**src/rtl/bus_cycle_unit.sv**
```systemverilog
// Bus interface unit: sequences T1/T2/TW/T3 machine cycles onto a multiplexed
// address/data bus, with READY wait states, timeout and HOLD/HLDA arbitration.
module bus_cycle_unit #(
    parameter int ADDR_W   = 16,
    parameter int DATA_W   = 8,
    parameter int MAX_WAIT = 15
) (
    input  logic              phi1,
    input  logic              resetn_in,
    input  logic              req,
    input  logic [2:0]        cyc_type,
    input  logic [ADDR_W-1:0] addr,
    input  logic [DATA_W-1:0] wdata,
    output logic              req_ready,
    output logic              ack,
    output logic [DATA_W-1:0] rdata,
    output logic              err,
    output logic [ADDR_W-DATA_W-1:0] haddress,
    output logic [DATA_W-1:0] ad_out,
    output logic              ad_oe,
    input  logic [DATA_W-1:0] ad_in,
    output logic              ALE,
    output logic              S0,
    output logic              S1,
    output logic              IOMn,
    output logic              RDn,
    output logic              WRn,
    input  logic              ready,
    input  logic              hold,
    output logic              hlda,
    output logic              bus_oe
);

    localparam int HI_W  = ADDR_W - DATA_W;
    localparam int REP   = (HI_W + DATA_W - 1) / DATA_W;
    localparam int CNT_W = (MAX_WAIT < 1) ? 1 : $clog2(MAX_WAIT + 1);

    typedef enum logic [2:0] {S_IDLE, S_T1, S_T2, S_TW, S_T3, S_HLD} state_t;

    state_t              r_state, w_next;
    logic [ADDR_W-1:0]   r_addr;
    logic [2:0]          r_type;
    logic [DATA_W-1:0]   r_wdata;
    logic [DATA_W-1:0]   r_rdata;
    logic [CNT_W-1:0]    r_cnt;
    logic                r_timeout;

    logic                w_ready_eff, w_legal, w_accept, w_illegal, w_timeout_hit;
    logic                w_rd, w_io;
    logic [1:0]          w_status;
    logic [REP*DATA_W-1:0] w_rep;
    logic [HI_W-1:0]     w_hi;

    // MAX_WAIT==0 treats READY as permanently asserted
    assign w_ready_eff   = (MAX_WAIT == 0) ? 1'b1 : ready;
    assign w_legal       = (cyc_type <= 3'd4);
    assign req_ready     = ((r_state == S_IDLE) || (r_state == S_T3)) && !hold;
    assign w_accept      = req && req_ready && w_legal;
    assign w_illegal     = req && req_ready && !w_legal;
    assign w_timeout_hit = (r_state == S_TW) && !w_ready_eff && (r_cnt == CNT_W'(MAX_WAIT));

    assign w_rd     = (r_type == 3'd0) || (r_type == 3'd1) || (r_type == 3'd3);
    assign w_io     = (r_type == 3'd3) || (r_type == 3'd4);
    assign w_status = (r_type == 3'd0) ? 2'b11 : (w_rd ? 2'b10 : 2'b01);
    assign w_rep    = {REP{r_addr[DATA_W-1:0]}};
    assign w_hi     = w_io ? w_rep[HI_W-1:0] : r_addr[ADDR_W-1:DATA_W];
    assign rdata    = r_rdata;

    always_ff @(posedge phi1 or negedge resetn_in) begin
        if (!resetn_in) begin
            r_state <= S_IDLE;
        end else begin
            r_state <= w_next;
        end
    end

    always_comb begin
        w_next = r_state;
        case (r_state)
            S_IDLE:  w_next = hold ? S_HLD : (w_accept ? S_T1 : S_IDLE);
            S_T1:    w_next = S_T2;
            S_T2:    w_next = w_ready_eff ? S_T3 : S_TW;
            S_TW:    w_next = (w_ready_eff || w_timeout_hit) ? S_T3 : S_TW;
            S_T3:    w_next = hold ? S_HLD : (w_accept ? S_T1 : S_IDLE);
            S_HLD:   w_next = hold ? S_HLD : S_IDLE;
            default: w_next = S_IDLE;
        endcase
    end

    always_ff @(posedge phi1 or negedge resetn_in) begin
        if (!resetn_in) begin
            r_addr    <= '0;
            r_type    <= '0;
            r_wdata   <= '0;
            r_rdata   <= '0;
            r_cnt     <= '0;
            r_timeout <= 1'b0;
        end else begin
            if (w_accept) begin
                r_addr    <= addr;
                r_type    <= cyc_type;
                r_wdata   <= wdata;
                r_timeout <= 1'b0;
            end
            if ((r_state == S_T2) && !w_ready_eff) begin
                r_cnt <= CNT_W'(1);
            end else if ((r_state == S_TW) && !w_ready_eff && !w_timeout_hit) begin
                r_cnt <= r_cnt + CNT_W'(1);
            end
            if (w_timeout_hit) begin
                r_timeout <= 1'b1;
            end
            if (((r_state == S_T2) || (r_state == S_TW)) && w_ready_eff && w_rd) begin
                r_rdata <= ad_in;
            end
        end
    end

    always_comb begin
        ALE      = 1'b0;
        RDn      = 1'b1;
        WRn      = 1'b1;
        IOMn     = 1'b0;
        S1       = 1'b0;
        S0       = 1'b0;
        ad_oe    = 1'b0;
        ad_out   = '0;
        haddress = '0;
        bus_oe   = 1'b1;
        hlda     = 1'b0;
        ack      = 1'b0;
        err      = w_illegal;
        if ((r_state == S_T1) || (r_state == S_T2) || (r_state == S_TW) || (r_state == S_T3)) begin
            {S1, S0} = w_status;
            IOMn     = w_io;
            haddress = w_hi;
        end
        case (r_state)
            S_T1: begin
                ALE    = 1'b1;
                ad_oe  = 1'b1;
                ad_out = r_addr[DATA_W-1:0];
            end
            S_T2, S_TW: begin
                if (w_rd) begin
                    RDn = 1'b0;
                end else begin
                    WRn    = 1'b0;
                    ad_oe  = 1'b1;
                    ad_out = r_wdata;
                end
            end
            S_T3: begin
                ack = 1'b1;
                err = r_timeout || w_illegal;
                if (!w_rd) begin
                    ad_oe  = 1'b1;
                    ad_out = r_wdata;
                end
            end
            S_HLD: begin
                bus_oe = 1'b0;
                hlda   = 1'b1;
            end
            default: ;
        endcase
    end

endmodule

```
**config.mk**
```make
export PLATFORM = sky130hd
export DESIGN_NAME = bus_cycle_unit
export DESIGN_NICKNAME = d
export VERILOG_FILES = /design/src/rtl/bus_cycle_unit.sv
export SDC_FILE = /design/constraint.sdc
export NUM_CORES = 1
export LEC_CHECK = 0
export CAP_MARGIN = 40
export CORE_UTILIZATION = 30
export CTS_CLUSTER_DIAMETER = 120
export CTS_CLUSTER_SIZE = 40
export DETAILED_ROUTE_END_ITERATION = 10
export PLACE_DENSITY_LB_ADDON = 0.08
export SYNTH_ARGS = -nofsm -noshare
export SYNTH_HDL_FRONTEND = slang
export SYNTH_SLANG_ARGS = --single-unit
```
**constraint.sdc**
```tcl
create_clock -name phi1 -period 4.6 [get_ports phi1]
set_clock_uncertainty 0.15 [all_clocks]
set_input_delay 0.69 -clock phi1 [delete_from_list [all_inputs] [get_ports phi1]]
set_output_delay 0.69 -clock phi1 [all_outputs]
set_load 0.005 [all_outputs]
```
Word level (Yosys, flattened, before mapping) --
Index checks and enable logic that the tools add are counted.
Storage, ports and cells: bits in registers 43
Cells by class: add/subtract/negate cells 1, $lt $le $gt $ge 1, multiplexer cells 29, equal/unequal tests 9, reduce and logical (&&, ||, !) cells 31
Operator list (count):
- 8-bit 2-to-1 mux | 3
- 8-bit one-hot mux with 2 select lines | 1
- 1-bit 2-to-1 mux | 15
- 3-bit one-hot mux with 5 select lines | 1
- 3-bit 2-to-1 mux | 4
- 1-bit logical AND | 10
- 1-bit logical OR | 10
- 3-bit by 2-bit equality test with 1-bit output (second input constant) | 3
- 3-bit equality test (second input constant) | 3
- 4-bit 2-to-1 mux | 2
- 3-bit by 1-bit equality test with 1-bit output (second input constant) | 2
- 3-bit logical NOT | 2
- 4-bit by 1-bit adder with 4-bit output (second input constant) | 1
- 4-bit equality test (second input constant) | 1
- 1-bit logical NOT | 4
- 2-bit 2-to-1 mux | 2
- 2-bit nonzero test | 2
- 2-bit OR reduction | 2
- 3-bit <= comparator (second input constant) | 1
- 3-bit OR reduction | 1
- 1-bit one-hot mux with 2 select lines | 1

Logic depth before layout (Yosys ltp) --
depth in word-level cells 8, depth in mapped cells 5, mapped depth without buffers 4

Worst setup path after synthesis --
Ideal clock, no wire load.
path kind reg2out, start register r_state[2], end output port ad_out[0], cell stages (with the launch flop) 5, path slack 2.443 ns, arrival 1.317 ns, cell sequence dfrtp_1 buf_2 nor3b_1 o22a_1 a22o_1
On the way: cells in the longest elaborated chain, start to end 3
Ends and longest elaborated chain:
- start: declaration | RTL line 40 | state_t r_state, w_next;
- start signal: assignment | RTL line 73 | r_state <= w_next;
- 3-bit equality test or 3-bit by 2-bit equality test with 1-bit output (tied branches) | RTL line 138 | case (r_state)
- 3-bit OR reduction (no line)
- 8-bit one-hot mux with 2 select lines (*) | RTL line 138
- end: declaration | RTL line 19 | output logic [DATA_W-1:0] ad_out,
Every way passes the cells marked *; elsewhere a longest branch is shown, timed or not.

Worst setup path in the final report --
start register r_type[0], end output port ad_out[1]
On the way: cells in the longest elaborated chain, start to end 5
Ends and longest elaborated chain:
- start: declaration | RTL line 42 | logic [2:0] r_type;
- start signal: assignment | RTL line 101 | r_type <= cyc_type;
- 3-bit by 1-bit equality test with 1-bit output or 3-bit logical NOT (tied branches) | RTL line 62 | assign w_rd = (r_type == 3'd0) || (r_type == 3'd1) || (r_type == 3'd3);
- 1-bit logical OR | RTL line 62
- 1-bit logical OR (*) | RTL line 62
- 8-bit 2-to-1 mux (*) | RTL line 145, 156
- 8-bit one-hot mux with 2 select lines (*) | RTL line 138
Marked as above.

==> insert_results.sql <==
INSERT INTO impl_metrics (metric_group, metric, value, unit) VALUES
('global_route', 'overall_fraction_of_global_route_tracks_in_use', '0.153', ''),
('cells_and_area', 'area_delta_synth_final', '39.9', '%'),
('routing', 'routed_via_density', '5.10', ''),
('outcome', 'outcome', 'finished, final reports clean', ''),
('setup_path', 'worst_r2r_path_depth', '3', ''),
('cells_and_area', 'num_antenna_cells', '0', ''),
('setup_path', 'cp_cell_sequence', 'nor2b_1, o22a_1, a22o_1, clkdlybuf4s50_1', ''),
('setup_path', 'critPathBufInv', '1', ''),
('cells_and_area', 'n_fill_cell', '732', ''),
('setup_path', 'path_depth', '4', ''),
('setup_path', 'path_max_fanout', '30', ''),
('global_route', 'number_of_global_route_vias_before_repair', '1877', ''),
('global_route', 'first_pass_grt_wire_length', '9.86', 'mm'),
('die', 'design.core.area', '7370', 'um^2'),
('power', 'power.total', '2.18', 'mW'),
('setup_path', 'cp_data_required_time', '3.76', 'ns'),
('logic_synthesis', 'synth_flop_cell', 'dfrtp_1', ''),
('clock_network', 'clkLatencyLatePin', '0.30', 'ns'),
('clock_network', 'cts_htree_levels', '2', ''),
('cells_and_area', 'layout_commonest_cell', 'clkdlybuf4s50_1', ''),
('die', 'starting_utilization_of_the_core_area', '0.316', ''),
('logic_synthesis', 'yosysWarnings', '0', ''),
('logic_synthesis', 'share_of_flip_flops_with_an_asynchronous_set_or_reset_after_synthesis', '1.00', ''),
('routing', 'routed_wl', '6.13', 'mm'),
('worst_hold_path', 'worstHoldPathType', 'in2async', ''),
('clock_network', 'tritoncts_num_sinks', '43', ''),
('setup_path', 'critical-path-slowest-cell', 'dfrtp_1', ''),
('placed_design', 'finalWeightedCongestion', '0.713', ''),
('logic_synthesis', 'syn-num-nets', '258', ''),
('setup_path', 'critPathMaxStageDelay', '0.69', 'ns'),
('cells_and_area', 'layout-drive-gt1-share', '0.171', ''),
('placed_design', 'number_of_buffers_added_on_ports', '75', ''),
('sta', 'grt_setup_unrepaired', 'false', ''),
('global_route', 'grt_max_degree', '32', ''),
('job', 'max-cap-violations', '0', ''),
('logic_synthesis', 'syn_area_per_cell', '10.7', 'um^2'),
('global_route', 'antenna_violations_before_repair', '0', ''),
('routing', 'drc_errors', '0', ''),
('power', 'p_per_area', '669', 'nW/um^2'),
('sta', 'worst_slew_pin_tran', '0.852', 'ns'),
('clock_network', 'post-cts-setup-buffers', '0', ''),
('sta', 'maxSlewViolCount', '0', ''),
('setup_path', 'start_kind', 'register', ''),
('setup_path', 'timing.setup.critical_path_class', 'reg2out', ''),
('routing', 'first_pass_iters', '4', ''),
('clock_network', 'cts_buffer_depth', '2', ''),
('routing', 'wl_per_cell', '15.9', 'um'),
('sta', 'maxSlewHeadroom', '0.430', ''),
('logic_synthesis', 'yosys-top-cells-area', 'dfrtp_1 46%, mux2_2 16%, a31oi_1 4.3%', ''),
('clock_network', 'post_cts_hold_buffer_count', '0', ''),
('cells_and_area', 'commonest_cells_after_routing_fill_and_taps_aside', '74 x clkdlybuf4s50_1, 43 x dfrtp_1, 33 x mux2_2', ''),
('clock_network', 'tritoncts', 'built', ''),
('logic_synthesis', 'ys_seq_area_frac', '0.462', ''),
('logic_synthesis', 'synth_cells', '217', ''),
('die', 'floorplan.die_area', '8130', 'um^2'),
('clock_network', 'cts-buffers-inserted', '5', ''),
('sta', 'period_share', '0.752', ''),
('routing', 'drt_iter0_markers', '104', ''),
('sta', 'finalHoldViolations', '0', ''),
('setup_path', 'critical_path.top_delay_family', 'flip-flops', ''),
('routing', 'num_vias', '1968', ''),
('clock_network', 'post_cts.resized_instances', '0', ''),
('logic_synthesis', 'ys_types', '38', ''),
('power', 'vdd_ir_drop_max', '0.246', 'mV'),
('die', 'die_x', '90.1', 'um'),
('global_route', 'gr-total-overflow', '0', ''),
('clock_network', 'clk_root_buffer_cell', 'clkbuf_8', ''),
('setup_path', 'critical_path.endpoint_type', 'primary output', ''),
('sta', 'timing.setup.tns', '0', 'ns'),
('logic_synthesis', 'synthDominantCellAreaShare', '0.462', ''),
('clock_network', 'worst_setup_hold_path_clk_slew', '0.09', 'ns');
-- through the flow --
step / setup WS (ns) / hold WS, ns / instance area, um^2 / std cells / util
after floorplan: 2.44 / 0.244 / 2330 / 217 / -
after global placement: 1.54 / 0.335 / 3140 / 377 / 0.426
after detailed placement: 1.48 / 0.344 / 3160 / 378 / 0.429
after CTS: 1.13 / 0.137 / 3260 / 386 / 0.443
after global routing: 0.968 / 0.145 / 3260 / 386 / 0.443
final: 1.14 / 0.126 / 3260 / 386 / 0.443
-- final timing paths --
check | startpoint | end | slack [ns]
setup reg to reg | r_type[0] | rdata[4] | 2.17
hold reg to reg | rdata[2] | rdata[2] | 0.36
min in group phi1 | rdata[2] | rdata[2] | 0.36
hold / removal | resetn_in | r_cnt[0] | 0.13
max in group asynchronous | resetn_in | r_addr[7] | 3.69
setup / recovery | r_type[0] | ad_out[1] | 1.14
-- logic make-up after synthesis --
logic type               Yosys count  synth area share
adder cells (fa/ha/maj)            1           0.00537
XOR/XNOR                           1           0.00376
flip-flops                        43             0.462
multiplexers                      34             0.164
AND/OR/NAND/NOR                   64             0.179
buffers and inverters             19            0.0365
AO/OA/AOI/OAI                     55             0.150
-- cell usage after synthesis, types with 2 or more instances --
master     n
a21oi_1    6
a22o_1     7
a31oi_1   16
a41oi_1    2
and2_1     8
and3_1     9
buf_2      2
clkbuf_1  10
dfrtp_1   43
inv_1      4
mux2_2    33
nand2_1    4
nand2b_1   4
nand3_1   16
nor2_1     2
nor2b_1    3
nor3b_1    9
o21ai_0   18
or3_1      2
-- worst reg2reg max path, stage by stage, from the launching register on --
cell     delay [ns]
dfrtp_1        0.88
nor2b_1        0.27
nor4b_4        0.61
mux2_2         0.40
-- where the power goes --
part / switching, mW / internal, mW
combinational: 0.414 / 0.676
sequential: 0.256 / 0.555
clock: 0.143 / 0.137
-- final cells by class --
class / instances / area [um^2] / share of cell area
multi-input combinational: 155 / 1170 / 0.359
sequential: 43 / 1080 / 0.330
timing repair buffer: 77 / 773 / 0.237
tap: 99 / 124 / 0.0380
clock buffer: 7 / 96.3 / 0.0295
inverter: 4 / 15.0 / 0.00460
clock inverter: 1 / 7.51 / 0.00230
-- sequential cells by signal (all words and copies together), names as in the netlist --
signal     flops
r_addr        16
r_wdata        8
rdata          8
r_cnt          4
r_state        3
r_type         3
r_timeout      1
-- routing by layer --
| layer | vias up | share of wire | track usage |
|---|---|---|---|
| met5 | - | 0 | 0 |
| met4 | 0 | 0.012 | 0.0444 |
| met3 | 6 | 0.062 | 0.0448 |
| met2 | 52 | 0.44 | 0.230 |
| met1 | 959 | 0.48 | 0.213 |
| li1 | 951 | - | - |
Note: power is estimated with default switching activity, not from simulation.
